`config.mk`:
```
export PLATFORM = sky130hd
export DESIGN_NAME = mk14_disp_kbd_flat
export DESIGN_NICKNAME = d
export VERILOG_FILES = /design/src/rtl/mk14_pkg.sv /design/src/rtl/mk14_disp_kbd_if.sv /design/src/rtl/mk14_tick.sv /design/src/rtl/mk14_disp_kbd.sv /design/src/flat_wrapper.sv
export SDC_FILE = /design/constraint.sdc
export NUM_CORES = 1
export LEC_CHECK = 0
export BUFFER_PORTS_ARGS = -buffer_cell sky130_fd_sc_hd__buf_2
export CAP_MARGIN = 20
export CORE_UTILIZATION = 53
export DETAILED_ROUTE_END_ITERATION = 10
export PLACE_DENSITY = 0.72
export SLEW_MARGIN = 20
export SYNTH_ARGS = -nofsm -noshare
export SYNTH_HDL_FRONTEND = slang
export SYNTH_SLANG_ARGS = --single-unit
```
`constraint.sdc`:
```
create_clock -name clk -period 2.52 [get_ports clk]
set_input_delay 0.504 -clock clk [delete_from_list [all_inputs] [get_ports clk]]
set_output_delay 0.504 -clock clk [all_outputs]
set_load 0.02 [all_outputs]
```
`src/rtl/mk14_pkg.sv`:
```
// MK14 display/keyboard shared types and constants.
// Holds the decode base, key FSM states and the idle keypad value.
package mk14_pkg;

  localparam logic [15:0] DISP_BASE = 16'h0D00;
  localparam logic [7:0]  KEY_NONE  = 8'hFF;

  typedef enum logic [1:0] {
    K_IDLE,
    K_HELD,
    K_RELEASE
  } key_state_t;

`ifdef SIMULATION
  localparam bit SIM_MS = 1'b1;
`else
  localparam bit SIM_MS = 1'b0;
`endif

endpackage

```
`src/rtl/mk14_disp_kbd_if.sv`:
```
// Core memory-bus view of the display/keyboard block.
// master = core (address/write side), slave = responder (read side).
interface mk14_disp_kbd_if;

  logic        en;
  logic [15:0] mem_addr;
  logic        mem_write_en;
  logic [7:0]  mem_write_data;
  logic [7:0]  rd_data;
  logic        rd_hit;

  modport master (
    output en,
    output mem_addr,
    output mem_write_en,
    output mem_write_data,
    input  rd_data,
    input  rd_hit
  );

  modport slave (
    input  en,
    input  mem_addr,
    input  mem_write_en,
    input  mem_write_data,
    output rd_data,
    output rd_hit
  );

endinterface

```
`src/rtl/mk14_tick.sv`:
```
// Free-running divider: one-cycle tick every DIV clocks.
// Ports: clk, rst_n (sync, active-low), tick (out).
module mk14_tick #(
  parameter int unsigned DIV = 1000
) (
  input  logic clk,
  input  logic rst_n,
  output logic tick
);

  localparam int W = (DIV > 1) ? $clog2(DIV) : 1;
  localparam logic [W-1:0] LAST = W'(DIV - 1);

  logic [W-1:0] cnt;

  // DIV == 1 leaves cnt pinned at 0, so tick is high every clock
  assign tick = (cnt == LAST);

  always_ff @(posedge clk) begin
    if (!rst_n) begin
      cnt <= '0;
    end else if (tick) begin
      cnt <= '0;
    end else begin
      cnt <= cnt + 1'b1;
    end
  end

endmodule

```
`src/rtl/mk14_disp_kbd.sv`:
```
// MK14 display latch, LED scan and keypad emulation at 0x0Dxx.
// Ports: clk, rst_n, bus (slave), key_strobe/key_code/key_busy, seg, dig_n.
module mk14_disp_kbd
  import mk14_pkg::*;
#(
  parameter int unsigned CLOCK_FREQ_MHZ = 50,
  parameter logic [15:0] BASE_ADDR      = DISP_BASE,
  parameter int unsigned DIGIT_US       = 1000,
  parameter int unsigned KEY_HOLD_MS    = 100,
  parameter int unsigned RELEASE_MS     = 50,
  parameter bit          SIM_TICK       = SIM_MS
) (
  input  logic             clk,
  input  logic             rst_n,
  mk14_disp_kbd_if.slave   bus,
  input  logic             key_strobe,
  input  logic [5:0]       key_code,
  output logic             key_busy,
  output logic [7:0]       seg,
  output logic [7:0]       dig_n
);

  localparam int unsigned MS_DIV =
    SIM_TICK ? 1 : CLOCK_FREQ_MHZ * 1000;
  localparam int unsigned DWELL_DIV =
    CLOCK_FREQ_MHZ * DIGIT_US;
  localparam int unsigned MS_MAX =
    (KEY_HOLD_MS > RELEASE_MS) ? KEY_HOLD_MS : RELEASE_MS;
  localparam int CW = $clog2(MS_MAX + 1);
  localparam logic [7:0] BASE_HI = BASE_ADDR[15:8];

  logic          ms_tick;
  logic          dwell_tick;
  logic          hit;
  logic [2:0]    digit;
  logic          unused;

  logic [7:0]    seg_latch [8];
  logic [2:0]    scan_idx;
  logic [2:0]    nxt_idx;
  logic          started;

  key_state_t    state;
  logic [2:0]    held_col;
  logic [2:0]    held_row;
  logic [CW-1:0] ms_cnt;

  mk14_tick #(.DIV(MS_DIV)) u_ms (
    .clk   (clk),
    .rst_n (rst_n),
    .tick  (ms_tick)
  );

  mk14_tick #(.DIV(DWELL_DIV)) u_dwell (
    .clk   (clk),
    .rst_n (rst_n),
    .tick  (dwell_tick)
  );

  assign hit      = (bus.mem_addr[15:8] == BASE_HI);
  assign digit    = bus.mem_addr[2:0];
  assign unused   = ^bus.mem_addr[7:3];
  assign key_busy = (state != K_IDLE);

  // First edge after reset shows digit 0 without waiting a dwell
  assign nxt_idx = started ? scan_idx + 3'd1 : 3'd0;

  always_ff @(posedge clk) begin
    if (!rst_n) begin
      bus.rd_data <= KEY_NONE;
      bus.rd_hit  <= 1'b0;
      for (int i = 0; i < 8; i++) begin
        seg_latch[i] <= 8'h00;
      end
    end else if (bus.en) begin
      bus.rd_hit <= hit;
      if (state == K_HELD && held_col == digit) begin
        bus.rd_data <= ~(8'h01 << held_row);
      end else begin
        bus.rd_data <= KEY_NONE;
      end
      if (hit && bus.mem_write_en) begin
        seg_latch[digit] <= bus.mem_write_data;
      end
    end
  end

  // seg and dig_n load together from the pre-edge latch value
  always_ff @(posedge clk) begin
    if (!rst_n) begin
      started  <= 1'b0;
      scan_idx <= 3'd0;
      seg      <= 8'h00;
      dig_n    <= 8'hFF;
    end else if (!started || dwell_tick) begin
      started  <= 1'b1;
      scan_idx <= nxt_idx;
      seg      <= seg_latch[nxt_idx];
      dig_n    <= ~(8'h01 << nxt_idx);
    end
  end

  // Counter reaches the phase end on its final tick
  always_ff @(posedge clk) begin
    if (!rst_n) begin
      state    <= K_IDLE;
      held_col <= 3'd0;
      held_row <= 3'd0;
      ms_cnt   <= '0;
    end else begin
      unique case (state)
        K_IDLE: begin
          if (key_strobe) begin
            held_col <= key_code[2:0];
            held_row <= key_code[5:3];
            ms_cnt   <= CW'(KEY_HOLD_MS);
            state    <= K_HELD;
          end
        end
        K_HELD: begin
          if (ms_tick) begin
            if (ms_cnt <= CW'(1)) begin
              ms_cnt <= CW'(RELEASE_MS);
              state  <= K_RELEASE;
            end else begin
              ms_cnt <= ms_cnt - 1'b1;
            end
          end
        end
        K_RELEASE: begin
          if (ms_tick) begin
            if (ms_cnt <= CW'(1)) begin
              ms_cnt <= '0;
              state  <= K_IDLE;
            end else begin
              ms_cnt <= ms_cnt - 1'b1;
            end
          end
        end
        default: state <= K_IDLE;
      endcase
    end
  end

endmodule

```
`src/flat_wrapper.sv`:
```
// flat-port wrapper written by rule: the top's interface ports become plain ports
module mk14_disp_kbd_flat import mk14_pkg::*;
#(
  parameter int unsigned CLOCK_FREQ_MHZ = 50,
  parameter logic [15:0] BASE_ADDR      = DISP_BASE,
  parameter int unsigned DIGIT_US       = 1000,
  parameter int unsigned KEY_HOLD_MS    = 100,
  parameter int unsigned RELEASE_MS     = 50,
  parameter bit          SIM_TICK       = SIM_MS
)
  (clk, rst_n, key_strobe, key_code, key_busy, seg, dig_n, bus_en, bus_mem_addr, bus_mem_write_en, bus_mem_write_data, bus_rd_data, bus_rd_hit);
  mk14_disp_kbd_if bus_i ();
  input  logic clk;
  input  logic rst_n;
  input  logic key_strobe;
  input  logic [5:0] key_code;
  output logic key_busy;
  output logic [7:0] seg;
  output logic [7:0] dig_n;
  input wire logic [$bits(bus_i.en)-1:0] bus_en;
  input wire logic [$bits(bus_i.mem_addr)-1:0] bus_mem_addr;
  input wire logic [$bits(bus_i.mem_write_en)-1:0] bus_mem_write_en;
  input wire logic [$bits(bus_i.mem_write_data)-1:0] bus_mem_write_data;
  output wire logic [$bits(bus_i.rd_data)-1:0] bus_rd_data;
  output wire logic [$bits(bus_i.rd_hit)-1:0] bus_rd_hit;
  assign bus_i.en = bus_en;
  assign bus_i.mem_addr = bus_mem_addr;
  assign bus_i.mem_write_en = bus_mem_write_en;
  assign bus_i.mem_write_data = bus_mem_write_data;
  assign bus_rd_data = bus_i.rd_data;
  assign bus_rd_hit = bus_i.rd_hit;
  mk14_disp_kbd #(.CLOCK_FREQ_MHZ(CLOCK_FREQ_MHZ), .BASE_ADDR(BASE_ADDR), .DIGIT_US(DIGIT_US), .KEY_HOLD_MS(KEY_HOLD_MS), .RELEASE_MS(RELEASE_MS), .SIM_TICK(SIM_TICK)) u_core (.clk(clk), .rst_n(rst_n), .bus(bus_i), .key_strobe(key_strobe), .key_code(key_code), .key_busy(key_busy), .seg(seg), .dig_n(dig_n));
endmodule
```
==> impl_metrics.yaml <==
grt:
  grt_pass1_vias: 4489
  grt_overflow: 0
  grt_max_degree: 56
  grt_pass1_wl_um: 22510
  track_usage: 0.2332
  antenna_found_initial: 0
setup_path:
  crit_path_end_kind: "register"
  cp.arrival_ns: 2.48
  critPathRequiredTime_ns: 2.82
  start_kind: "register"
  crit_fanout: 6
  path_class: "register to register"
timing:
  final.min_clock_period_ns: 2.180
  hold_violations: 0
  drv_slew: 0
  period_share: 0.8649
  rsz0062_at_grt: "false"
  fin_skew_ns: 0.01301
  setup_viol: 0
  slew_headroom: 0.5960
  max_freq_ghz: 0.4588
  worst_pin_slew_ns: 0.6005
clock_network:
  cts_setup_buffers: 0
  numCtsBuffers: 17
  cts.sinks: 140
  clk_latency_ns: 0.42
  ctsHoldBuffers: 0
  ctsResizeCount: 0
  htree_num_levels: 4
  path_clk_slew_ns: 0.06
  cts_buffer_depth: 2
  cts_tree: "built"
  cts-root-buf: "clkbuf_16"
yosys:
  synth.distinct_cells: 60
  synth_edf_count: 64
  syn_avg_cell_area_um2: 10.46
  yosys_warnings: 0
  synth.net_count: 654
  synthCells: 611
  synth_area_um2: 6389
  ys_seq_elements: 140
  synth_async_sr_flop_share: 0
  yosysSeqAreaShare: 0.5390
  synth-main-ff-cell: "dfxtp_1"
route:
  drt_iter0_drc: 377
  wl_per_cell_um: 16.64
  ant_nets: 0
  vias: 4672
  dr.pass1.iters: 8
  routed_wirelength_um: 13850
  drc: 2
  viasPerCell: 5.615
die:
  die_h_um: 111.8
  rows: 39
  die_x_um: 111.8
  io-pin-count: 61
  core_um2: 11560
  initial_core_util: 0.5524
  dieArea_um2: 12500
layout:
  final_common_cell: "dfxtp_1"
  final_cells: 832
  n_antenna_cell: 0
  final_design_area_no_fill_um2: 7467
  area_growth_pct: 16.88
  layout-drive-gt1-share: 0.1785
  nets: 719
  mostFrequentLayoutCells: "76 x dfxtp_1, 73 x and2_1, 64 x edfxtp_1"
pwr:
  p_per_area_nw_per_um2: 771.7
  total_power_mw: 5.763
  ir_worst_vdd_uv: 520.0
  p_leak_nw: 2.784
outcome:
  status: "finished with violations"
  violations: "DRC"
place:
  dp_hpwl_um: 9548
  dp.cells: 800
  gp_congestion: 0.8638
  portBuffers: 55
  place_area_um2: 6894
run:
  maxCapViolCount: 0
hold_path:
  hold_class: "input port to register"
==> cell families after synthesis <==
kind of cell    Yosys count  synth area share
flops                   140            0.5390
fa+ha+maj                 8           0.01567
buf+inv                  42           0.02585
simple gates            259            0.2223
mux                      25           0.04602
xor+xnor                 30           0.04113
compound gates          107            0.1101
==> area by class of cell <==
cell class / instances / area (um2)
clock buffer: 24 / 483.0
fill: 901 / 4098
sequential: 140 / 3443
tap: 143 / 178.9
clock inverter: 8 / 90.09
multi-input combinational: 429 / 2780
timing repair buffer: 73 / 435.4
inverter: 15 / 56.30
==> state kept, by name, indices dropped and copies added, names as in the netlist <==
signal / cells
u_core.u_ms.cnt: 16
u_core.held_col: 3
u_core.seg_latch: 64
u_core.bus.rd_hit: 1
u_core.state: 2
u_core.u_dwell.cnt: 16
u_core.dig_n: 8
u_core.ms_cnt: 7
u_core.scan_idx: 3
u_core.bus.rd_data: 8
u_core.seg: 8
u_core.held_row: 3
u_core.started: 1
==> worst paths after layout <==
path / startpoint / end / slack [ns] / cells past startpoint
max: u_core.u_ms.cnt[11] / u_core.ms_cnt[2] / 0.34 / 5
min reg2reg: u_core.u_dwell.cnt[0] / u_core.u_dwell.cnt[0] / 0.45 / 1
min: key_code[4] / u_core.held_row[1] / 0.37 / 3
max reg2reg: u_core.u_ms.cnt[11] / u_core.ms_cnt[2] / 0.34 / 5
==> per-stage QoR <==
| step | setup WS (ns) | setup TNS (ns) | hold WS [ns] | util |
|---|---|---|---|---|
| 3_5_place_dp | 0.0005698 | 0 | 0.4526 | 0.5961 |
| 2_1_floorplan | -0.05717 | -2.173 | 0.4132 | - |
| 3_3_place_gp | 0.03259 | 0 | 0.4261 | 0.5961 |
| 5_1_grt | 0.2518 | 0 | 0.3639 | 0.6457 |
| 4_1_cts | 0.3454 | 0 | 0.3595 | 0.6457 |
| 6_report | 0.3404 | 0 | 0.3693 | 0.6457 |
==> cells in the mapped netlist (7+ instances only) <==
library cell,number,area share
a21boi_0,9,0.011
a21oi_1,22,0.017
and2_1,73,0.071
and3_1,10,0.0098
clkbuf_1,20,0.012
dfxtp_1,76,0.24
edfxtp_1,64,0.30
ha_1,8,0.016
inv_1,15,0.0088
mux2i_1,17,0.027
nand2_1,55,0.032
nand2b_1,8,0.0078
nand3_1,22,0.017
nand4_1,11,0.011
nor2_1,40,0.024
o21ai_0,31,0.024
o22ai_1,7,0.0069
o2bb2ai_1,7,0.0096
xnor2_1,12,0.016
xor2_1,18,0.025
==> power by group <==
group / switching (mW) / internal [mW]
Combinational: 0.479 / 0.282
Sequential: 0.0936 / 2.50
Clock: 0.879 / 1.53
==> metal layers <==
layer / vias to the layer above / part of all wire / GRT usage
met1: 2228 / 0.45 / 0.3038
met3: 14 / 0.050 / 0.06097
li1: 2311 / - / -
met2: 119 / 0.49 / 0.3789
met4: 0 / 0.010 / 0.07748
met5: - / 0 / 0
==> critical path: stages, from the launching register on <==
cell and delay [ns]:
dfxtp_1 0.33, nor4b_1 0.53, a41oi_1 0.32, or2_0 0.42
o21a_1 0.23, o221a_2 0.24
Power figures use the tool's default switching activity.
